## src/rtl/write_test_sequencer.sv

```systemverilog
// Write-test sequencer: seeds the 32-bit pattern generator, paces its enables
// against FIFO backpressure and emits FIFO write strobes aligned to generator data.
module write_test_sequencer #(
  parameter int CNT_W        = 32,
  parameter int NUM_PATTERNS = 3
) (
  input  logic             clk,
  input  logic             reset,
  input  logic             start,
  input  logic             abort,
  input  logic [31:0]      pattern_sel,
  input  logic [CNT_W-1:0] word_count,
  input  logic             fifo_almost_full,
  output logic [31:0]      gen_pattern,
  output logic             gen_reset,
  output logic             gen_enable,
  output logic             fifo_wr,
  output logic             busy,
  output logic             done,
  output logic             error,
  output logic [CNT_W-1:0] words_written
);

  typedef enum logic [1:0] {IDLE, SEED, RUN, DRAIN} state_t;

  state_t           state_q, state_d;
  logic [31:0]      pattern_q, pattern_d;
  logic [CNT_W-1:0] count_q, count_d;
  logic [CNT_W-1:0] issued_q, issued_d;
  logic [CNT_W-1:0] written_q, written_d;
  logic             fifo_wr_q, fifo_wr_d;
  logic             done_q, done_d;
  logic             error_q, error_d;

  always_ff @(posedge clk or posedge reset) begin
    if (reset) begin
      state_q   <= IDLE;
      pattern_q <= '0;
      count_q   <= '0;
      issued_q  <= '0;
      written_q <= '0;
      fifo_wr_q <= 1'b0;
      done_q    <= 1'b0;
      error_q   <= 1'b0;
    end else begin
      state_q   <= state_d;
      pattern_q <= pattern_d;
      count_q   <= count_d;
      issued_q  <= issued_d;
      written_q <= written_d;
      fifo_wr_q <= fifo_wr_d;
      done_q    <= done_d;
      error_q   <= error_d;
    end
  end

  always_comb begin
    state_d   = state_q;
    pattern_d = pattern_q;
    count_d   = count_q;
    issued_d  = issued_q;
    written_d = written_q;
    done_d    = 1'b0;
    error_d   = error_q;

    // almost_full leaves room for the single word that may already be in flight
    gen_enable = (state_q == RUN) && (issued_q < count_q) && !fifo_almost_full && !abort;
    gen_reset  = (state_q == SEED) && !abort;
    fifo_wr_d  = gen_enable;

    if (fifo_wr_q) begin
      written_d = written_q + CNT_W'(1);
    end

    case (state_q)
      IDLE: begin
        if (start && !abort) begin
          if (pattern_sel >= 32'(NUM_PATTERNS)) begin
            error_d = 1'b1;
          end else if (word_count == '0) begin
            done_d  = 1'b1;
            error_d = 1'b0;
          end else begin
            pattern_d = pattern_sel;
            count_d   = word_count;
            issued_d  = '0;
            written_d = '0;
            error_d   = 1'b0;
            state_d   = SEED;
          end
        end
      end
      SEED: begin
        state_d = abort ? IDLE : RUN;
      end
      RUN: begin
        if (abort) begin
          state_d = IDLE;
        end else if (gen_enable) begin
          issued_d = issued_q + CNT_W'(1);
          if (issued_q + CNT_W'(1) == count_q) begin
            state_d = DRAIN;
          end
        end
      end
      DRAIN: begin
        // the last write strobe lands in this cycle; completion is reported one cycle later
        state_d = IDLE;
        done_d  = !abort;
      end
      default: begin
        state_d = IDLE;
      end
    endcase
  end

  assign gen_pattern   = pattern_q;
  assign fifo_wr       = fifo_wr_q;
  assign busy          = (state_q != IDLE);
  assign done          = done_q;
  assign error         = error_q;
  assign words_written = written_q;

endmodule

```

## config.mk

```make
export PLATFORM = sky130hd
export DESIGN_NAME = write_test_sequencer
export DESIGN_NICKNAME = d
export VERILOG_FILES = /design/src/rtl/write_test_sequencer.sv
export SDC_FILE = /design/constraint.sdc
export NUM_CORES = 1
export LEC_CHECK = 0
export CAP_MARGIN = 25
export CELL_PAD_IN_SITES_DETAIL_PLACEMENT = 1
export CELL_PAD_IN_SITES_GLOBAL_PLACEMENT = 1
export CORE_UTILIZATION = 40
export DETAILED_ROUTE_END_ITERATION = 16
export PLACE_DENSITY = 0.91
export SLEW_MARGIN = 20
export SYNTH_ARGS = -nofsm -noshare
export SYNTH_HDL_FRONTEND = slang
export SYNTH_SLANG_ARGS = --single-unit
```

## constraint.sdc

```tcl
create_clock -name clk -period 5.8 [get_ports clk]
set_input_delay 0.87 -clock clk [delete_from_list [all_inputs] [get_ports clk]]
set_output_delay 0.87 -clock clk [all_outputs]
set_load 0.05 [all_outputs]
```

==> results.txt, run 1 <==
The flow ran to the end, and the final reports show no timing, DRC or antenna violations. The first global-routing pass estimated between 30000 and 40000 um of wire. The top achievable clock speed is roughly 220 MHz. The path category of the worst min-delay check is reg -> reg.

The TritonCTS sink count came out at ~130. The endpoint arrival time on the critical path came out at ~3.6 ns. The number of gates resized after cts is 0. The hold path startpoint is gen_pattern[18]$_DFFE_PP0P_. The critical-path maximum fanout came out at 13. The cell sitting at the root of the clock tree is a sky130_fd_sc_hd__clkbuf_16.

The number of setup violations in the final report came out at 0. The detail-routed net length per standard cell came out at 20.1 um. The reg2reg setup slack came out at between 2 and 2.5 ns.

The share of synthesized area occupied by flip-flops and latches came out at 0.435. The routed layout has between 7000 and 8000 vias. The fraction of layout instances using a drive strength above 1 is 0.0602. The detailed-routed wire length on met3 came out at around 1400 um. The average instance in the mapped netlist occupies around 9.0 um^2. Summing all non-filler instances in the final layout gives an area of 9850 um^2. The count of state elements after synthesis came out at ~130.

At the end of routability-driven placement, the weighted congestion stood at 0.897. The via count of the first global-routing pass is between 7000 and 8000. In this run the top signal layer used is met4. The number of inserted diodes came out at 0. The library cell with the largest summed area after synthesis is sky130_fd_sc_hd__dfrtp_1. The maximum buffer depth of the clock tree came out at 2.

In the synthesized netlist the dominant register cell turns out to be sky130_fd_sc_hd__dfrtp_1. The data required time at the worst endpoint is 4.93 ns. The DRC violation count after routing is 0. The number of instances on the worst hold path is 1. The synthesized netlist contains 60 unique library cells. Pin placement for this block handled approximately 140 I/O pins. The number of max-capacitance violations reported came out at 0.

The total die area is 19700 um^2. The maximum vdd ir drop came out at 218 uV. The initial standard-cell utilization of the core is 0.409. The final clock skew is ~0.0078 ns. The number of instances in the synthesized netlist came out at roughly 850. STA classifies the critical path startpoint as a flip-flop. After global routing the overflow that remains totals 0. The floorplan has 50 rows. The number of nets in the layout came out at about 1100. The post-synth net total is ~950. In this run the critical register-to-register path is launched from issued_q[3]$_DFFE_PP0P_. The total of buffers placed on input and output ports is around 140. The transition at the pin with the smallest max-transition slack came out at between 0.9 and 1 ns.

The overall die width is between 100 and 150 um. Setup repair after global routing left no endpoint under its margin. The share of synthesized flip-flops with an asynchronous set or reset is 1.00.

The number of hold violations in the final report was 0. The area of the mapped netlist is around 7700 um^2. The post-synthesis to final-layout area growth came out at 28.6%.

The number of setup buffers added after CTS is 0. The detailed-routed wire length on met2 is roughly 12000 um. Counting cells, the worst reg-to-reg path comes to 8. On the final layout, the worst hold slack is 0.500 ns. Yosys instantiated no cell more often than sky130_fd_sc_hd__dfrtp_1. The smallest clock period supported by the final layout is computed as 4.51 ns. The aggregate routed wire length came out at between 20000 and 25000 um. After clock tree synthesis, the clock-pin slew on the worst setup and hold paths is approximately 0.060 ns.

The initial antenna violation count came out at 0. The total track usage came out at 0.260. Adding up every negative setup slack in the final design gives 0 ns. The power density over cell area came out at 311 nW/um^2. The met1 routed wirelength after detailed routing is 10400 um. Buffers inserted during clock tree synthesis total 17. The start-to-end type of the worst setup path is reg -> out.

The first routing iteration left about 520 violations. Summed over all cells, the static leakage comes to a little over 4 nW. The total area inside the core boundary comes to 18700 um^2.

The level count of the clock H-tree is 4. The hold buffer count at CTS is 0. The part of the cycle the worst path needs came out at 0.777. The count of flip-flops with a built-in enable after synthesis is 0. The yosys synthesis warning count is 0.

The max-slew violation count is 0. By area the synthesized netlist is led by sky130_fd_sc_hd__dfrtp_1, sky130_fd_sc_hd__ha_1, sky130_fd_sc_hd__o21ai_0. Entering global routing, the biggest net connects 99 pins. The remaining max-slew budget at the tightest pin is 0.398. Summing all placed instances gives a cell area of 9210 um^2. The remaining antenna violation count came out at 0. The via density per instance came out at between 5 and 6. The clock tree from TritonCTS is yes. In this run the critical register-to-register path is captured at state_q[1]$_DFFE_PP0P_. The number of inserted filler cells in the final layout is 2144. For the worst-skew pair, the clock arrives at the later sink with an insertion delay of roughly 0.43 ns. Counting instances in the post-synthesis netlist gives the leading cell types as sky130_fd_sc_hd__dfrtp_1, sky130_fd_sc_hd__o21ai_0, sky130_fd_sc_hd__nand2_1, sky130_fd_sc_hd__nor2_1, sky130_fd_sc_hd__inv_1. The die boundary height came out at between 100 and 150 um. The detailed-router iteration count before antenna repair came out at 5. STA classifies the critical path endpoint as an output port.

The end point of the worst hold path is gen_pattern[18]$_DFFE_PP0P_. The area share of the largest cell type after synthesis came out at 0.435. The detailed placement HPWL is about 17000 um.
[registers in the layout (all words and copies together) (netlist names)]
register	count
count_q	32
done	1
error	1
fifo_wr	1
gen_pattern	32
issued_q	32
state_q	2
words_written	32
[layer usage]
| layer | global-route usage | vias to the layer above |
|---|---|---|
| met5 | 0 | - |
| met4 | 0.0943 | 0 |
| met3 | 0.0660 | 41 |
| met2 | 0.434 | 210 |
| met1 | 0.326 | 3514 |
| li1 | - | 3243 |
[cells by family after synthesis]
family	count (synthesis)	synth area share
muxes	8	0.0111
AOI/OAI and AO/OA	177	0.138
and+or+nand+nor	339	0.234
adders and majority gates	38	0.0621
xor gates and xnor gates	66	0.0755
buffers and inverters	85	0.0448
DFF	133	0.435
[final cells by class]
cell class	instances	area, um^2	area share
Clock buffer	18	439	0.0446
Clock inverter	14	199	0.0202
Inverter	42	163	0.0165
Multi-Input combinational cell	628	3990	0.405
Sequential cell	133	3330	0.338
Tap cell	234	293	0.0297
Timing Repair Buffer	145	1430	0.146
[how the worst max path moves through the flow]
stage / from / to / slack, ns / cells past startpoint
final: issued_q[19]$_DFFE_PP0P_ / gen_enable / 1.29 / 7
after global routing: issued_q[19]$_DFFE_PP0P_ / gen_enable / 1.05 / 7
after CTS: issued_q[19]$_DFFE_PP0P_ / gen_enable / 1.31 / 7
after detailed placement: word_count[6] / issued_q[2]$_DFFE_PP0P_ / 1.80 / 9
after global placement: issued_q[17]$_DFFE_PP0P_ / gen_enable / 1.94 / 7
after floorplan: reset / count_q[0]$_DFFE_PP0P_ / 1.38 / 1
[metrics by stage]
stage | std cells | power, W | utilization | worst slack (ns)
after floorplan | 846 | 0.00158 | - | 1.38
after global routing | 1214 | 0.00317 | 0.526 | 1.05
after global placement | 1182 | 0.00186 | 0.492 | 1.94
after detailed placement | 1182 | 0.00189 | 0.492 | 1.80
final | 1214 | 0.00306 | 0.526 | 1.29
after CTS | 1214 | 0.00309 | 0.526 | 1.31
[critical path, cell delays in order (launching register included)]
cell	delay (ns)
sky130_fd_sc_hd__dfrtp_1	0.58
sky130_fd_sc_hd__ha_1	0.34
sky130_fd_sc_hd__a21oi_1	0.13
sky130_fd_sc_hd__o21ai_0	0.09
sky130_fd_sc_hd__a221oi_1	0.39
sky130_fd_sc_hd__o2111ai_1	0.20
sky130_fd_sc_hd__nor3_1	0.51
sky130_fd_sc_hd__clkdlybuf4s50_1	0.97
[cells in the final DEF, fill, tap and decap left out, types with 4 or more instances in the layout]
cell / instances
sky130_fd_sc_hd__mux2i_1: 4
sky130_fd_sc_hd__nand2b_1: 6
sky130_fd_sc_hd__o31ai_1: 21
sky130_fd_sc_hd__nand3_1: 25
sky130_fd_sc_hd__o41ai_1: 5
sky130_fd_sc_hd__a21oi_1: 38
sky130_fd_sc_hd__inv_6: 4
sky130_fd_sc_hd__o211ai_1: 4
sky130_fd_sc_hd__clkinvlp_4: 4
sky130_fd_sc_hd__nand4_1: 28
sky130_fd_sc_hd__nor2b_1: 35
sky130_fd_sc_hd__buf_4: 7
sky130_fd_sc_hd__a31oi_1: 6
sky130_fd_sc_hd__xor2_1: 27
sky130_fd_sc_hd__or3_1: 10
sky130_fd_sc_hd__nand2_1: 80
sky130_fd_sc_hd__dfrtp_1: 133
sky130_fd_sc_hd__clkbuf_16: 17
sky130_fd_sc_hd__mux2_2: 4
sky130_fd_sc_hd__o21ai_0: 80
sky130_fd_sc_hd__inv_1: 40
sky130_fd_sc_hd__nor4_1: 25
sky130_fd_sc_hd__ha_1: 38
sky130_fd_sc_hd__bufinv_16: 4
sky130_fd_sc_hd__and3_1: 8
sky130_fd_sc_hd__and2_1: 7
sky130_fd_sc_hd__xnor2_1: 39
sky130_fd_sc_hd__and4_1: 14
sky130_fd_sc_hd__nor2_1: 74
sky130_fd_sc_hd__nor3_1: 8
sky130_fd_sc_hd__clkdlybuf4s50_1: 138
[report_power, final]
part           internal, W  switching [W]
Combinational     0.000268       0.000524
Sequential        0.000998      0.0000944
Clock             0.000735       0.000445
No activity file was read; power rests on OpenSTA's default activity.
==> run 2: changes to the inputs <==
--- a/config.mk
+++ b/config.mk
@@ -8,9 +8,9 @@
 export CAP_MARGIN = 25
 export CELL_PAD_IN_SITES_DETAIL_PLACEMENT = 1
 export CELL_PAD_IN_SITES_GLOBAL_PLACEMENT = 1
-export CORE_UTILIZATION = 40
+export CORE_UTILIZATION = 36
 export DETAILED_ROUTE_END_ITERATION = 16
-export PLACE_DENSITY = 0.91
+export PLACE_DENSITY = 0.87
 export SLEW_MARGIN = 20
 export SYNTH_ARGS = -nofsm -noshare
 export SYNTH_HDL_FRONTEND = slang
==> constraint.sdc (replaced) <==
create_clock -name clk -period 4 [get_ports clk]
set_input_delay 0.6 -clock clk [delete_from_list [all_inputs] [get_ports clk]]
set_output_delay 0.6 -clock clk [all_outputs]
set_load 0.05 [all_outputs]
==> run 2 against run 1 <==
  * Critical endpoint unchanged
  * Global-route usage fell by 2.5 points
  * Final cell count increased by 4.2%
  * Largest cell class unchanged
  * Combinational power increased by 46%
  * Sequential power is 45% higher
  * Critical path depth grew 1
  * Register-to-register slack worse by 1.6 ns
  * Via count up 0.47%
==> results.txt, run 2 (synthesis results as in run 1) <==
The number of setup violations in the final report is 0 (unchanged). The detail-routed net length per standard cell was 19.4 um (-3.5%). The endpoint arrival time on the critical path came out at 2.99 ns (-0.65 ns). The fraction of layout instances using a drive strength above 1 was 0.0744 (+0.0142). The endpoint type of the worst setup path is an output port. For this design, the slowest cell found on the critical path is sky130_fd_sc_hd__a311oi_1. The utilization after layout was 0.488 (-0.0387). The violation count after the first detailed-routing iteration is 428 (-17%). The number of buffers inserted by post-CTS setup repair came out at 0 (unchanged). The TritonCTS sink count is 133 (unchanged).

The total track usage is 0.235 (-0.0254). The clock tree from TritonCTS is yes. The maximum number of pins on one net before global-route repair is 79 (-20%). The part of the cycle the worst path needs is 0.898.

The global-route wire length before repair came to 40300 um (+0.74%). The transition at the pin with the smallest max-transition slack came out at 0.773 ns (-0.130 ns). The initial antenna violation count came to 0 (unchanged).

The critical path goes through ha_1 > nor2b_1 > o211ai_1 > a2111o_1 > a311oi_1 > nor3_1 > buf_4 > buf_4. The number of CTS-inserted buffers came out at 17 (unchanged). The via count of the first global-routing pass came out at 7541 (+0.36%). The maximum buffer depth of the clock tree came to 2 (unchanged). The reg2reg setup slack is 0.59 ns (-1.55 ns). The number of hold violations in the final report is 0 (unchanged). The level count of the clock H-tree is 4 (unchanged). The proportion of power drawn by the clock network is 0.385 (about the same).

The number of max-capacitance violations reported was 0 (unchanged). The DRC violation count after routing came out at 0 (unchanged). The detailed placement HPWL was 17700 um (+2.6%).

The flow ran to the end, and the final reports show no timing, DRC or antenna violations. The standard cell core area came out at 20600 um^2 (+9.9%). The final sum of negative setup slack is 0 ns (unchanged). The internal portion of total power came out at 0.00295 W (+47%). The post-route worst hold slack is 0.501 ns (+0.00121 ns).

The clock slew at the register clock pins of the worst setup and hold paths came to 0.06 ns (about the same). The total of buffers placed on input and output ports is 138 (unchanged). The data required time at the worst endpoint came to 3.40 ns (-1.53 ns). The overall die width came to 148 um (+5.3%). The leakage power is 4.19 nW (+2.1%). The total die area came out at 21900 um^2 (+11%). The fraction of power consumed by sequential logic was 0.354 (-0.002).

The power density over cell area is 446 nW/um^2 (+43%). The worst setup path is launched from a flip-flop. The detailed-router iteration count before antenna repair came to 5 (unchanged). The remaining antenna violation count came out at 0 (unchanged).

The global placer's final weighted congestion was 0.914 (+1.9%). The initial standard-cell utilization of the core is 0.372 (-0.0369). The critical path in this run is classified as reg -> out. The library cells used most frequently in the layout, excluding fill and tap cells, are sky130_fd_sc_hd__clkdlybuf4s50_1, sky130_fd_sc_hd__dfrtp_1, sky130_fd_sc_hd__nand2_1, sky130_fd_sc_hd__o21ai_0, sky130_fd_sc_hd__nor2_1.

The post-route total power came out at 0.00447 W (+46%). The final clock skew is 0.0136 ns (+0.00575 ns). The residual overflow from global routing is 0 (unchanged). The hold buffer count at CTS came to 0 (unchanged). The via density per instance is 5.57 (-3.6%).

The max-slew violation count is 0 (unchanged). The minimum clock period came out at 3.59 ns. The remaining max-slew budget at the tightest pin came out at 0.483 (+0.0854). The number of gates resized after cts is 0 (unchanged).

The number of cell rows came out at 52 (+4.0%). The maximum vdd ir drop came out at 315 uV (+44%). The power share of the combinational group is 0.260 (+0.002). The via count is 7041 (+0.47%).

The min-delay analysis places its worst path in the category reg -> reg. The switching share of power is 0.341 (-0.00644). The largest stage delay on the critical path was 0.61 ns (-0.36 ns). The die boundary height is 148 um (+5.3%).

The insertion delay to the later sink of the worst-skew pair is 0.43 ns (about the same). The number of top-level pins came to 139 (unchanged). The number of nets in the layout is 1089 (+1.4%). The number of inserted diodes came out at 0 (unchanged). The net load switching power came out at 0.00152 W (+43%). The setup slack after layout is 0.410 ns (-0.884 ns).

The worst-case setup slack after placement came to 0.538 ns (-1.26 ns). The most common cell after layout, fill and taps aside is sky130_fd_sc_hd__clkdlybuf4s50_1. The post-synthesis to final-layout area growth came out at 31.0%. The number of inserted filler cells in the final layout is 2391 (+12%). The dominant cell type by count on the critical path is sky130_fd_sc_hd__buf_4.

Setup repair after global routing left no endpoint under its margin. The critical-path maximum fanout is 6 (-7). Static timing analysis puts the maximum clock frequency at about 280 MHz. The tree is rooted in a sky130_fd_sc_hd__clkbuf_16.

The aggregate routed wire length came to 24500 um (+0.52%).
==> run 2: power by group through the flow <==
stage | clock (W) | combinational (W) | sequential (W)
4_1_cts | 0.00175 | 0.00116 | 0.00158
5_1_grt | 0.00180 | 0.00124 | 0.00160
6_report | 0.00172 | 0.00116 | 0.00158
2_1_floorplan | 0 | 0.000397 | 0.00190
3_5_place_dp | 0 | 0.00115 | 0.00161
3_3_place_gp | 0 | 0.00112 | 0.00160
==> run 2: final timing paths <==
check / startpoint / cells past startpoint / end
max: issued_q[1]$_DFFE_PP0P_ / 8 / gen_enable
min: gen_pattern[11]$_DFFE_PP0P_ / 1 / gen_pattern[11]$_DFFE_PP0P_
max reg2reg: issued_q[0]$_DFFE_PP0P_ / 9 / state_q[0]$_DFFE_PP0P_
min reg2reg: gen_pattern[11]$_DFFE_PP0P_ / 1 / gen_pattern[11]$_DFFE_PP0P_
max in group asynchronous: reset / 3 / count_q[6]$_DFFE_PP0P_
min in group asynchronous: reset / 2 / gen_pattern[5]$_DFFE_PP0P_
==> run 2: per-layer routing <==
layer	track usage	vias up	wire [um]
li1	-	3271	-
met1	0.300	3502	10700
met2	0.393	223	11900
met3	0.0500	45	1300
met4	0.0804	0	595
met5	0	-	0
==> run 2: critical path, delay by kind of cell, from the launching register on <==
| family | cells | cell delay (ns) |
|---|---|---|
| buffers and inverters | 2 | 0.38 |
| AO/OA/AOI/OAI | 3 | 1.15 |
| adder cells (fa/ha/maj) | 1 | 0.31 |
| AND/OR/NAND/NOR | 2 | 0.24 |
| flip-flops | 1 | 0.48 |
==> run 2: cell type report <==
| type | count | area (um^2) | area share |
|---|---|---|---|
| multi-input cells | 628 | 3990 | 0.398 |
| flip-flops and latches | 133 | 3330 | 0.332 |
| repair buffers | 160 | 1560 | 0.156 |
| clock buffers | 21 | 470 | 0.0469 |
| well taps | 270 | 338 | 0.0337 |
| clock inverters | 11 | 174 | 0.0173 |
| inverters | 42 | 161 | 0.0161 |
==> run 2: through the flow <==
stage	cells	cell area, um^2
4_1_cts	1264	10000
3_5_place_dp	1232	9370
2_1_floorplan	846	7660
6_report	1265	10000
3_3_place_gp	1232	9370
5_1_grt	1265	10000
==> run 3: changes to the inputs <==
--- a/config.mk
+++ b/config.mk
@@ -5,12 +5,14 @@
 export SDC_FILE = /design/constraint.sdc
 export NUM_CORES = 1
 export LEC_CHECK = 0
+export ABC_AREA = 1
 export CAP_MARGIN = 25
 export CELL_PAD_IN_SITES_DETAIL_PLACEMENT = 1
 export CELL_PAD_IN_SITES_GLOBAL_PLACEMENT = 1
-export CORE_UTILIZATION = 36
+export CORE_UTILIZATION = 35
 export DETAILED_ROUTE_END_ITERATION = 16
-export PLACE_DENSITY = 0.87
+export PLACE_DENSITY = 0.88
+export SKIP_LAST_GASP = 1
 export SLEW_MARGIN = 20
 export SYNTH_ARGS = -nofsm -noshare
 export SYNTH_HDL_FRONTEND = slang
==> run 3 against run 2 <==
  * Fmax increased by 3.6%
  * Sequential cell count is the same
  * Area after synthesis is 5.0% higher
  * Sequential share of layout area decreased by 1.1 points
  * Register-to-register slack gained 0.34 ns
  * Worst hold slack worse by 0.030 ns
  * Setup slack better by 0.13 ns
  * Final cell count is 23% higher
  * Clock skew is 0.0015 ns higher
  * Routed wire length is 15% higher
  * Clock power shrank 7%
  * Sequential power grew 3%
==> results.txt, run 3 <==
The top achievable clock speed came out at 289 MHz (+3.6%). The post-route worst hold slack is 0.471 ns (-0.0297 ns). The number of CTS-inserted buffers was 17 (unchanged). The proportion of power drawn by the clock network is 0.341 (-0.044). The cell area after layout is 10400 um^2 (+3.4%). The number of buffers inserted by post-CTS setup repair came out at 0 (unchanged). The most frequently used cell type in the post-synthesis netlist is sky130_fd_sc_hd__nand2_1. The path depth of the worst reg2reg path came out at 16 (+7). The clock slew at the register clock pins of the worst setup and hold paths was 0.07 ns (about the same). The total die area is 23600 um^2 (+7.9%). The net load switching power came to 0.00193 W (+27%). The mean post-synth cell area came out at 7.25 um^2 (-20%).

The detailed placement HPWL is 20300 um (+15%). The die boundary height is 154 um (+3.9%). The endpoint arrival time on the critical path is 2.86 ns (-0.13 ns).

The number of nets in the layout is 1360 (+25%). STA classifies the critical path startpoint as a flip-flop. The setup slack after layout came to 0.535 ns (+0.125 ns).

The number of inserted filler cells in the final layout came out at 2821 (+18%). The data required time at the worst endpoint came out at 3.40 ns (about the same). The number of instances on the worst hold path came out at 2 (+1). The area share of the largest cell type after synthesis came out at 0.414 (-0.0208). The reg2reg setup slack is 0.93 ns (+0.34 ns). The remaining antenna violation count is 0 (unchanged). The final sum of negative setup slack came out at 0 ns (unchanged). The area of the mapped netlist came to 8040 um^2 (+5.0%). The aggregate routed wire length is 28200 um (+15%). The TritonCTS sink count came to 133 (unchanged). Compared with the post-synthesis result, the final layout area differs by 28.9%.

The global placer's final weighted congestion is 0.865 (-5.4%). The worst-case setup slack after placement was 0.604 ns (+0.0655 ns). The global-route wire length before repair came out at 46000 um (+14%). The number of cell rows is 55 (+5.8%). The level count of the clock H-tree was 4 (unchanged). The share of synthesized flip-flops with an asynchronous set or reset is 1.00 (unchanged). The violation count after the first detailed-routing iteration came to 471 (+10%). The fraction of power consumed by sequential logic came to 0.346 (-0.008). The endpoint type of the worst setup path is an output port. The count of flip-flops with a built-in enable after synthesis is 0 (unchanged).

The critical-path maximum fanout is 4 (-2). The leakage power is 5.26 nW (+26%). The maximum vdd ir drop came out at 613 uV (+95%). The hold buffer count at CTS is 0 (unchanged). The switching share of power is 0.412 (+0.0710). The flow ran to the end, and the final reports show no timing, DRC or antenna violations. In the synthesized netlist, the cells that appear most often are sky130_fd_sc_hd__nand2_1, sky130_fd_sc_hd__nor2_1, sky130_fd_sc_hd__dfrtp_1, sky130_fd_sc_hd__inv_1, sky130_fd_sc_hd__nand3_1. Ranked by total cell area, the synthesized netlist is headed by sky130_fd_sc_hd__dfrtp_1, sky130_fd_sc_hd__nand2_1, sky130_fd_sc_hd__nor2_1. TritonCTS built the clock tree. The number of max-capacitance violations reported was 0 (unchanged). The initial antenna violation count came out at 0 (unchanged). The DRC violation count after routing was 0 (unchanged). The worst flop-to-flop path startpoint is issued_q[0]$_DFFE_PP0P_. The maximum number of pins on one net before global-route repair came out at 74 (-6.3%).

The part of the cycle the worst path needs is 0.866 (-0.0313). The area of placed instances came out at 9780 um^2 (+4.4%). The number of top-level pins came out at 139 (unchanged). The number of hold violations in the final report came out at 0 (unchanged). The maximum buffer depth of the clock tree came to 2 (unchanged). The minimum clock period is 3.46 ns (-0.125 ns). Leaving out fill and tap cells, the most frequent cell in the layout is sky130_fd_sc_hd__nand2_1. The yosys synthesis warning count came out at 0 (unchanged). The detail-routed net length per standard cell is 18.2 um (-6.1%). In the layout the commonest cells are sky130_fd_sc_hd__nand2_1, sky130_fd_sc_hd__nor2_1, sky130_fd_sc_hd__clkdlybuf4s50_1, sky130_fd_sc_hd__dfrtp_1, sky130_fd_sc_hd__inv_1. The share of synthesized area occupied by flip-flops and latches is 0.414 (-0.0208).

The standard cell core area came out at 22600 um^2 (+9.8%). The power share of the combinational group was 0.312 (+0.052). The via density per instance came out at 5.24 (-5.9%).

The overall die width is 154 um (+3.9%). The max-slew violation count is 0 (unchanged). The initial standard-cell utilization of the core is 0.356 (-0.0161). The detailed-router iteration count before antenna repair is 5 (unchanged). Setup repair after global routing left no endpoint under its margin. The number of distinct standard cells referenced by the synthesized netlist came out at 37 (-38%).

The final clock skew came to 0.0151 ns (+0.00152 ns). The transition at the pin with the smallest max-transition slack came out at 0.741 ns (-0.0325 ns). The fraction of layout instances using a drive strength above 1 came to 0.0592 (-0.0151). The power density over cell area is 452 nW/um^2 (+1.4%).

The tightest min-delay check is of the reg -> reg type. The root buffer cell chosen for the clock tree is sky130_fd_sc_hd__clkbuf_16. The remaining max-slew budget at the tightest pin came to 0.505 (+0.0217). The number of instances in the synthesized netlist is 1109 (+31%). The total of buffers placed on input and output ports is 138 (unchanged). The critical path is of the reg -> out type. The residual overflow from global routing came to 0 (unchanged).

The post-synth net total came out at 1216 (+28%). The worst reg2reg path endpoint is issued_q[5]$_DFFE_PP0P_. The number of inserted diodes came out at 0 (unchanged). The via count came out at 8124 (+15%). The most used flip-flop cell after synthesis is sky130_fd_sc_hd__dfrtp_1. The library cell with the largest summed area after synthesis is sky130_fd_sc_hd__dfrtp_1. The number of setup violations in the final report came out at 0 (unchanged). The count of state elements after synthesis is 133 (unchanged). The insertion delay to the later sink of the worst-skew pair came out at 0.44 ns (about the same). The internal portion of total power is 0.00276 W (-6.4%). The hold path startpoint is gen_pattern[15]$_DFFE_PP0P_. The via count of the first global-routing pass is 8849 (+17%). For hold timing, the worst endpoint is gen_pattern[15]$_DFFE_PP0P_.

The total track usage came out at 0.247 (+0.0124).
-- run 3: cell families (layout without fill, tap and decap cells) --
| kind of cell | Yosys count | count (layout) | share of synthesized area |
|---|---|---|---|
| buffers and inverters | 155 | 312 | 0.0747 |
| DFF | 133 | 133 | 0.414 |
| xor gates and xnor gates | 24 | 24 | 0.0261 |
| and+or+nand+nor | 665 | 665 | 0.366 |
| adders and majority gates | 38 | 38 | 0.0591 |
| AOI/OAI and AO/OA | 94 | 94 | 0.0604 |
-- run 3: what timing repair did --
| item | CTS | global route |
|---|---|---|
| endpoints found under the setup margin | 0 | 1 |
| endpoints found under the hold margin | 0 | 0 |
| resized for setup | 0 | 1 |
-- run 3: worst max-delay path: stages, from the launching register on --
cell and delay, ns:
sky130_fd_sc_hd__dfrtp_1 0.43, sky130_fd_sc_hd__inv_1 0.21, sky130_fd_sc_hd__ha_1 0.23, sky130_fd_sc_hd__inv_1 0.05, sky130_fd_sc_hd__a21oi_1 0.16, sky130_fd_sc_hd__o21ai_0 0.12
sky130_fd_sc_hd__nand2_1 0.07, sky130_fd_sc_hd__nand2_1 0.07, sky130_fd_sc_hd__nand2_1 0.07, sky130_fd_sc_hd__nand2_1 0.07, sky130_fd_sc_hd__nand2_1 0.08, sky130_fd_sc_hd__nand4_1 0.19
sky130_fd_sc_hd__nor2_1 0.20, sky130_fd_sc_hd__dlymetal6s2s_1 0.48
-- run 3: how the worst max path moves through the flow --
stage / cells past startpoint / start / slack (ns) / end
6_report: 13 / issued_q[0]$_DFFE_PP0P_ / 0.54 / gen_enable
2_1_floorplan: 8 / issued_q[29]$_DFFE_PP0P_ / 1.42 / gen_enable
5_1_grt: 13 / issued_q[0]$_DFFE_PP0P_ / 0.29 / gen_enable
3_3_place_gp: 13 / issued_q[0]$_DFFE_PP0P_ / 0.76 / gen_enable
3_5_place_dp: 9 / word_count[9] / 0.60 / issued_q[8]$_DFFE_PP0P_
4_1_cts: 13 / issued_q[0]$_DFFE_PP0P_ / 0.15 / gen_enable
-- run 3: through the flow --
| step | power, W | cells | util |
|---|---|---|---|
| floorplan | 0.00252 | 1109 | - |
| global placement | 0.00298 | 1519 | 0.433 |
| detailed placement | 0.00305 | 1519 | 0.433 |
| CTS | 0.00468 | 1551 | 0.459 |
| global route | 0.00485 | 1551 | 0.459 |
| finish | 0.00469 | 1551 | 0.459 |
-- run 3: metal layers --
metal	share of wire	wire length [um]	GRT usage
met1	0.42	11800	0.290
met2	0.50	14100	0.431
met3	0.055	1570	0.0620
met4	0.028	800	0.0990
met5	0	0	0
-- run 3: power by group through the flow --
stage          registers [W]  clock network, W  logic, W
6_report             0.00162           0.00160   0.00146
3_5_place_dp         0.00163                 0   0.00142
2_1_floorplan        0.00194                 0  0.000581
5_1_grt              0.00164           0.00167   0.00155
4_1_cts              0.00162           0.00161   0.00145
3_3_place_gp         0.00163                 0   0.00136
-- run 3: area by class of cell --
type | count | area, um^2 | area share
inverters | 134 | 507 | 0.0489
clock buffers | 18 | 439 | 0.0424
well taps | 285 | 357 | 0.0344
repair buffers | 146 | 1480 | 0.143
flip-flops and latches | 133 | 3330 | 0.321
multi-input cells | 821 | 4110 | 0.397
clock inverters | 14 | 143 | 0.0138
==> RTL change, RTL diff (settings of run 3) <==
Change the parameter `CNT_W` from 32 to 64.
--- a/src/rtl/write_test_sequencer.sv
+++ b/src/rtl/write_test_sequencer.sv
@@ -2,5 +2,5 @@
 // against FIFO backpressure and emits FIFO write strobes aligned to generator data.
 module write_test_sequencer #(
-  parameter int CNT_W        = 32,
+  parameter int CNT_W        = 64,
   parameter int NUM_PATTERNS = 3
 ) (
Interface: changed (resized word_count and words_written); port bits go from 139 to 203. The function was not compared with the original's and may differ.
==> RTL change against run 3 <==
- via count up 96%
- total power is 26% higher
- register-to-register slack worse by 420 ps
- setup slack lost 160 ps
- wire length increased by 110%
- synthesized cell count is 99% higher
- critical path type unchanged
- critical endpoint unchanged
- combinational power down 41%
- sequential cell count increased by 96
- non-clock buffer count increased by 75
- area after synthesis is 87% higher
- final area grew 81%
- first-iteration DRC count increased by 91%
==> RTL change: results <==
group,metric,value,unit
routing,wl_met1,24000,µm
worst_setup_path,crit_fanout,6,
yosys,synth_compound_area_frac,0.0639,
cells_and_area,drive_above_1_share,0.0486,
pwr,p_leak,9.12,nW
routing,drt_iter0_markers,900,
worst_setup_path,cp-startpoint,"issued_q[35]",
placed_design,placed_cells,2933,
grt,antenna_found_initial,1,
placed_design,placed_area,17800,µm²
clock_network,clock_path_buffers,3,
grt,grt_pass1_vias,17299,
worst_setup_path,cpMaxStageDelayCell,"dfrtp_1",
placed_design,dp_slack,244,ps
routing,dr_wl_met2,28300,µm
yosys,synthAdderAreaFrac,0.0581,
yosys,yosysSeqAreaShare,0.380,
placed_design,io_buffers,202,
pwr,power_switching,1.73,mW
grt,grt_start_max_net_pins,143,
routing,num_vias,15932,
grt,grt_pass1_wl,93100,µm
status,status,"completed",
routing,wl_per_cell,19.4,µm
grt,grt_use_met1,0.327,
placed_design,place.gp.congestion,0.950,
placed_design,dp.final_hpwl,44900,µm
clock_network,htreeDepth,1,
timing,tightest_slew,722,ps
clock_network,insertion_delay,590,ps
worst_setup_path,critical_path.max_stage_delay,450,ps
timing,clock_skew,16.8,ps
timing,timing.hold.ws,360,ps
worst_setup_path,arrival,3020,ps
timing,setup_slack,378,ps
==> RTL change: changes by cell type after synthesis, moves of 32 or more <==
cell            run 3  this run
o21ai_0            28       110
dfrtp_1           133       229
nor2_1            154       290
nand2_1           344       757
ha_1               38        70
nand3_1            88       159
nand4_1            14        57
inv_1             130       258
==> RTL change: final cells by class <==
type / count / area [µm²]
fill: 5424 / 23500
multi-input combinational: 1682 / 8210
sequential: 229 / 5730
timing repair buffer: 221 / 2220
inverter: 262 / 987
clock buffer: 47 / 863
tap: 539 / 674
clock inverter: 7 / 77.6
==> RTL change: power groups by stage <==
stage	registers (mW)	logic [mW]	clock network [mW]
floorplan	2.56	0.359	0
global placement	2.46	0.834	0
detailed placement	2.46	0.856	0
CTS	2.42	0.862	2.68
global route	2.43	0.917	2.76
finish	2.42	0.857	2.64
==> RTL change: what timing repair did <==
action / CTS / global route
setup endpoints to repair: 1 / 1
resized for setup: 1 / 2
pin swaps: 0 / 0
